File: src/rtl/pipe_stage_skid.sv
// Pipeline stage register: valid/ready handshake, optional skid entry, flush bubble, stall/flush counters.
// Latency 1 cycle in to out; SKID=1 registers in_ready, SKID=0 passes downstream ready through combinationally.
module pipe_stage_skid #(
    parameter int DATA_W = 64,
    parameter int SKID   = 1,
    parameter int CNT_W  = 16
) (
    input  logic              clock,
    input  logic              reset,
    input  logic              in_valid,
    output logic              in_ready,
    input  logic [DATA_W-1:0] in_data,
    input  logic              flush,
    input  logic              stall,
    output logic              out_valid,
    input  logic              out_ready,
    output logic [DATA_W-1:0] out_data,
    output logic [1:0]        occupancy,
    output logic [CNT_W-1:0]  stall_cnt,
    output logic [CNT_W-1:0]  flush_cnt
);

    logic              main_v;
    logic [DATA_W-1:0] main_d;
    logic              xfer_in;
    logic              xfer_out;

    assign out_valid = main_v;
    assign out_data  = main_d;
    assign xfer_in   = in_valid && in_ready;
    assign xfer_out  = main_v && out_ready && !stall;

    generate
        if (SKID != 0) begin : g_skid
            logic              skid_v;
            logic              rdy_q;
            logic [DATA_W-1:0] skid_d;

            always_ff @(posedge clock) begin
                if (reset || flush) begin
                    main_v <= 1'b0;
                    main_d <= '0;
                    skid_v <= 1'b0;
                    skid_d <= '0;
                    rdy_q  <= 1'b1;
                end else if (!main_v || xfer_out) begin
                    // Main is free this edge; a parked skid entry always goes first.
                    if (skid_v) begin
                        main_d <= skid_d;
                        main_v <= 1'b1;
                        skid_v <= 1'b0;
                        rdy_q  <= 1'b1;
                    end else if (xfer_in) begin
                        main_d <= in_data;
                        main_v <= 1'b1;
                    end else begin
                        main_v <= 1'b0;
                    end
                end else if (xfer_in) begin
                    skid_d <= in_data;
                    skid_v <= 1'b1;
                    rdy_q  <= 1'b0;
                end
            end

            assign in_ready  = rdy_q;
            assign occupancy = {1'b0, main_v} + {1'b0, skid_v};
        end else begin : g_noskid
            always_ff @(posedge clock) begin
                if (reset || flush) begin
                    main_v <= 1'b0;
                    main_d <= '0;
                end else if (xfer_in) begin
                    main_d <= in_data;
                    main_v <= 1'b1;
                end else if (xfer_out) begin
                    main_v <= 1'b0;
                end
            end

            assign in_ready  = !main_v || xfer_out;
            assign occupancy = {1'b0, main_v};
        end
    endgenerate

    logic stall_hit;
    logic flush_hit;

    assign stall_hit = main_v && !xfer_out;
    assign flush_hit = flush && ((occupancy != 2'd0) || xfer_in);

    always_ff @(posedge clock) begin
        if (reset) begin
            stall_cnt <= '0;
            flush_cnt <= '0;
        end else begin
            if (stall_hit && (stall_cnt != {CNT_W{1'b1}}))
                stall_cnt <= stall_cnt + 1'b1;
            if (flush_hit && (flush_cnt != {CNT_W{1'b1}}))
                flush_cnt <= flush_cnt + 1'b1;
        end
    end

endmodule

File: config.mk
export PLATFORM = sky130hd
export DESIGN_NAME = pipe_stage_skid
export DESIGN_NICKNAME = d
export VERILOG_FILES = /design/src/rtl/pipe_stage_skid.sv
export SDC_FILE = /design/constraint.sdc
export NUM_CORES = 1
export LEC_CHECK = 0
export CELL_PAD_IN_SITES_DETAIL_PLACEMENT = 0
export CELL_PAD_IN_SITES_GLOBAL_PLACEMENT = 2
export CORE_UTILIZATION = 31
export CTS_CLUSTER_DIAMETER = 40
export DETAILED_ROUTE_END_ITERATION = 7
export HOLD_SLACK_MARGIN = 0.06
export PLACE_DENSITY = 0.85
export SLEW_MARGIN = 20
export SYNTH_ARGS = -nofsm -noshare
export SYNTH_HDL_FRONTEND = slang
export SYNTH_SLANG_ARGS = --single-unit
File: constraint.sdc
create_clock -name clock -period 6 [get_ports clock]
set_input_delay 1.2 -clock clock [delete_from_list [all_inputs] [get_ports clock]]
set_output_delay 1.2 -clock clock [all_outputs]
set_load 0.05 [all_outputs]
==> impl_metrics.csv <==
group,metric,value,unit
place,detailedPlace.worstSlack,2.44,ns
hold_path,holdCritPathClass,"reg -> reg",
die,dieArea,22500,um2
route,drt-pass1-iter-count,4,
worst_setup_path,data_arrival_time_of_the_worst_path,2.36,ns
synthesis,synth_top_cell_area_share,48.0,%
global_route,grt_antenna_before_repair,1,
place,number_of_cells_in_the_design_after_placement,1178,
synthesis,ys_seq_elements,163,
finish,fillerInstances,2128,
die,core_area,21300,um2
cts,tritoncts,"yes",
route,drc_errors,0,
sta,final.min_clock_period,3.56,ns
route,dr.first_iter.drc_count,275,
global_route,first_global_vias,5316,
synthesis,netlist_area,6800,um2
route,route.detailed.wl_per_inst,14.9,um
power_and_ir_drop,irDropWorstVdd,204,uV
synthesis,yosysWarningCount,0,
sta,tightest_slew,0.954,ns
die,die_width,150,um
sta,timing.final.setup_violations,0,
global_route,first_pass_grt_wire_length,28300,um
cts,hold_buffers_post_cts,0,
place,portBuffers,169,
route,via_count,5914,
cts,clock_sink_count,163,
place,dp_hpwl,11500,um
synthesis,synthMostInstantiatedCell,"sky130_fd_sc_hd__dfxtp_1",
finish,finish.cell_count_without_fillers,1211,
sta,fin_skew,0.0100,ns
synthesis,synth-seq-area-share,48.0,%
synthesis,synth_fp_nets,858,
worst_setup_path,timing.reg2reg.setup_slack,3.43,ns
die,std_cell_rows,53,
worst_setup_path,timing_worst_setup_path_type,"reg -> out",
synthesis,number_of_cells_produced_by_synthesis,784,
route,ant_nets,0,
synthesis,synth.distinct_cells,46,
worst_setup_path,worst-endpoint-required,4.80,ns
power_and_ir_drop,p_per_area,273,nW/um2
die,boundaryPins,170,
cts,cts_post_setup_buffers_inserted,0,
worst_setup_path,critical_path.max_fanout,11,
job,max_cap_violations,0,
sta,max_slew_margin,36.4,%
route,finalWirelength,18000,um
synthesis,synth-edff-count,0,
finish,finish.instance_area,9290,um2
global_route,grt_max_degree,81,
finish,design.final.nets,996,
cts,cts_htree_levels,4,
sta,finalHoldViolations,0,
synthesis,asr_flop_ratio_synth,0,%
cts,cts_inserted_buffers,17,
die,floorplan.initialDensity,32.0,%
place,gp_congestion,0.756,
sta,final.period_utilization,59.3,%
power_and_ir_drop,standby_leakage_power,2.97,nW
global_route,grt_overflow,0,
cts,cell_at_the_root_of_the_clock_tree,"sky130_fd_sc_hd__clkbuf_16",
die,floorplan.die.height,150,um
synthesis,post_synth_most_frequent_cells,"sky130_fd_sc_hd__dfxtp_1 (163), sky130_fd_sc_hd__nand2_1 (141), sky130_fd_sc_hd__a21oi_1 (88)",
route,detail_route.vias_per_cell,4.88,
sta,rsz0062_at_grt,"false",
cts,worst_skew_pair.late_latency,0.42,ns
worst_setup_path,startpoint_type_of_the_worst_setup_path,"flop",
finish,final_layout_size_suffix_gt1_share,6.42,%
synthesis,synth.area.top_cells,"sky130_fd_sc_hd__dfxtp_1 (48%), sky130_fd_sc_hd__mux2i_1 (9.6%), sky130_fd_sc_hd__nand2_1 (7.8%), sky130_fd_sc_hd__a211oi_1 (7.1%), sky130_fd_sc_hd__a21oi_1 (6.5%)",
worst_setup_path,timing.critical_path.to_type,"output port",
synthesis,synth_area_leader_cell,"sky130_fd_sc_hd__dfxtp_1",
finish,area_delta_synth_final,36.6,%
sta,final.setup.tns,0,ns
global_route,grt_usage,16.1,%
sta,timing_max_transition_violations_final,0,
cts,cts_resized,0,
cts,clock_tree.buffer_depth,2,
cts,clkSlewWorstSetupHoldPaths,0.06,ns
sta,post-route-worst-setup-slack,2.44,ns
synthesis,primary_ff_master_synth,"sky130_fd_sc_hd__dfxtp_1",
sta,fmaxAchievable,281,MHz
run_status,run_status,"finished, final reports clean",
synthesis,synthesis.area_per_instance,8.68,um2
place,placedInstanceArea,8680,um2
flip-flops by register name, indices dropped and copies added (netlist names):
| register | cells |
|---|---|
| out_valid | 1 |
| stall_cnt | 16 |
| flush_cnt | 16 |
| out_data | 64 |
| g_skid.skid_d | 64 |
| in_ready | 1 |
| g_skid.skid_v | 1 |
area by class of cell:
type / count / area [um2] / share of cell area [%]
clock buffers: 17 / 425 / 4.58
flip-flops and latches: 163 / 3270 / 35.2
well taps: 275 / 344 / 3.70
multi-input cells: 556 / 3290 / 35.4
repair buffers: 177 / 1750 / 18.9
clock inverters: 15 / 181 / 1.95
inverters: 7 / 26.3 / 0.283
diodes: 1 / 2.50 / 0.0269
placed cells by master (no fill, tap or decap), drive strengths merged, types with 2 or more instances in the layout:
cell type / synthesis / layout
clkdlybuf4s50: 0 / 169
dfxtp: 163 / 163
nand2: 141 / 141
a21oi: 88 / 88
nor2: 75 / 75
mux2i: 65 / 65
a211oi: 64 / 64
clkbuf: 45 / 17
nor3: 17 / 17
o31ai: 12 / 12
nand3: 11 / 11
or4: 11 / 11
nand4: 10 / 10
inv: 7 / 10
buf: 13 / 8
nor4: 7 / 7
and3: 6 / 6
o21ai: 6 / 6
nor2b: 5 / 5
or3: 5 / 5
clkinv: 0 / 5
mux2: 4 / 4
ha: 4 / 4
clkinvlp: 0 / 4
and4: 4 / 4
bufinv: 0 / 3
nand2b: 2 / 2
o31a: 2 / 2
nor4b: 2 / 2
a41oi: 2 / 2
a31oi: 2 / 2
or2: 2 / 2
metrics by stage:
| step | total power, W | hold WS (ns) | utilization, % |
|---|---|---|---|
| floorplan | 0.00132 | 0.436 | - |
| global placement | 0.00144 | 0.442 | 40.8 |
| detailed placement | 0.00144 | 0.446 | 40.8 |
| CTS | 0.00258 | 0.455 | 43.6 |
| global route | 0.00264 | 0.469 | 43.6 |
| finish | 0.00254 | 0.453 | 43.6 |
power breakdown:
| part | leakage [nW] | internal [W] | switching, W |
|---|---|---|---|
| sequential | 1.32 | 0.00111 | 0.0000174 |
| clock | 0.288 | 0.000659 | 0.000466 |
| combinational | 1.36 | 0.000112 | 0.000179 |
routing by layer:
layer  track usage [%]  share of wire (%)  vias to the layer above
met5                 0                  0                        -
met4              4.55               0.87                        0
met3              4.61                6.6                       11
met2              24.3                 43                      147
met1              22.1                 49                     2679
li1                  -                  -                     3077
final timing paths:
| check | from | end | depth (start not counted) |
|---|---|---|---|
| worst max-delay path | out_valid | occupancy[0] | 3 |
| worst min-delay path | g_skid.skid_d[18] | g_skid.skid_d[18] | 2 |
| worst max register to register | out_valid | flush_cnt[15] | 6 |
| worst min register to register | g_skid.skid_d[18] | g_skid.skid_d[18] | 2 |
worst max-delay path, stage by stage (launching register included):
cell and delay [ns]:
sky130_fd_sc_hd__dfxtp_1 0.57, sky130_fd_sc_hd__inv_1 0.21, sky130_fd_sc_hd__ha_1 0.35, sky130_fd_sc_hd__clkdlybuf4s50_1 0.81
logic make-up after synthesis:
group,Yosys count,synth area share (%)
AND/OR/NAND/NOR,300,20.2
AO/OA/AOI/OAI,183,16.9
flip-flops,163,48.0
multiplexers,69,10.2
buffers and inverters,65,3.94
adder cells (fa/ha/maj),4,0.736
No activity file was read; power rests on OpenSTA's default activity.
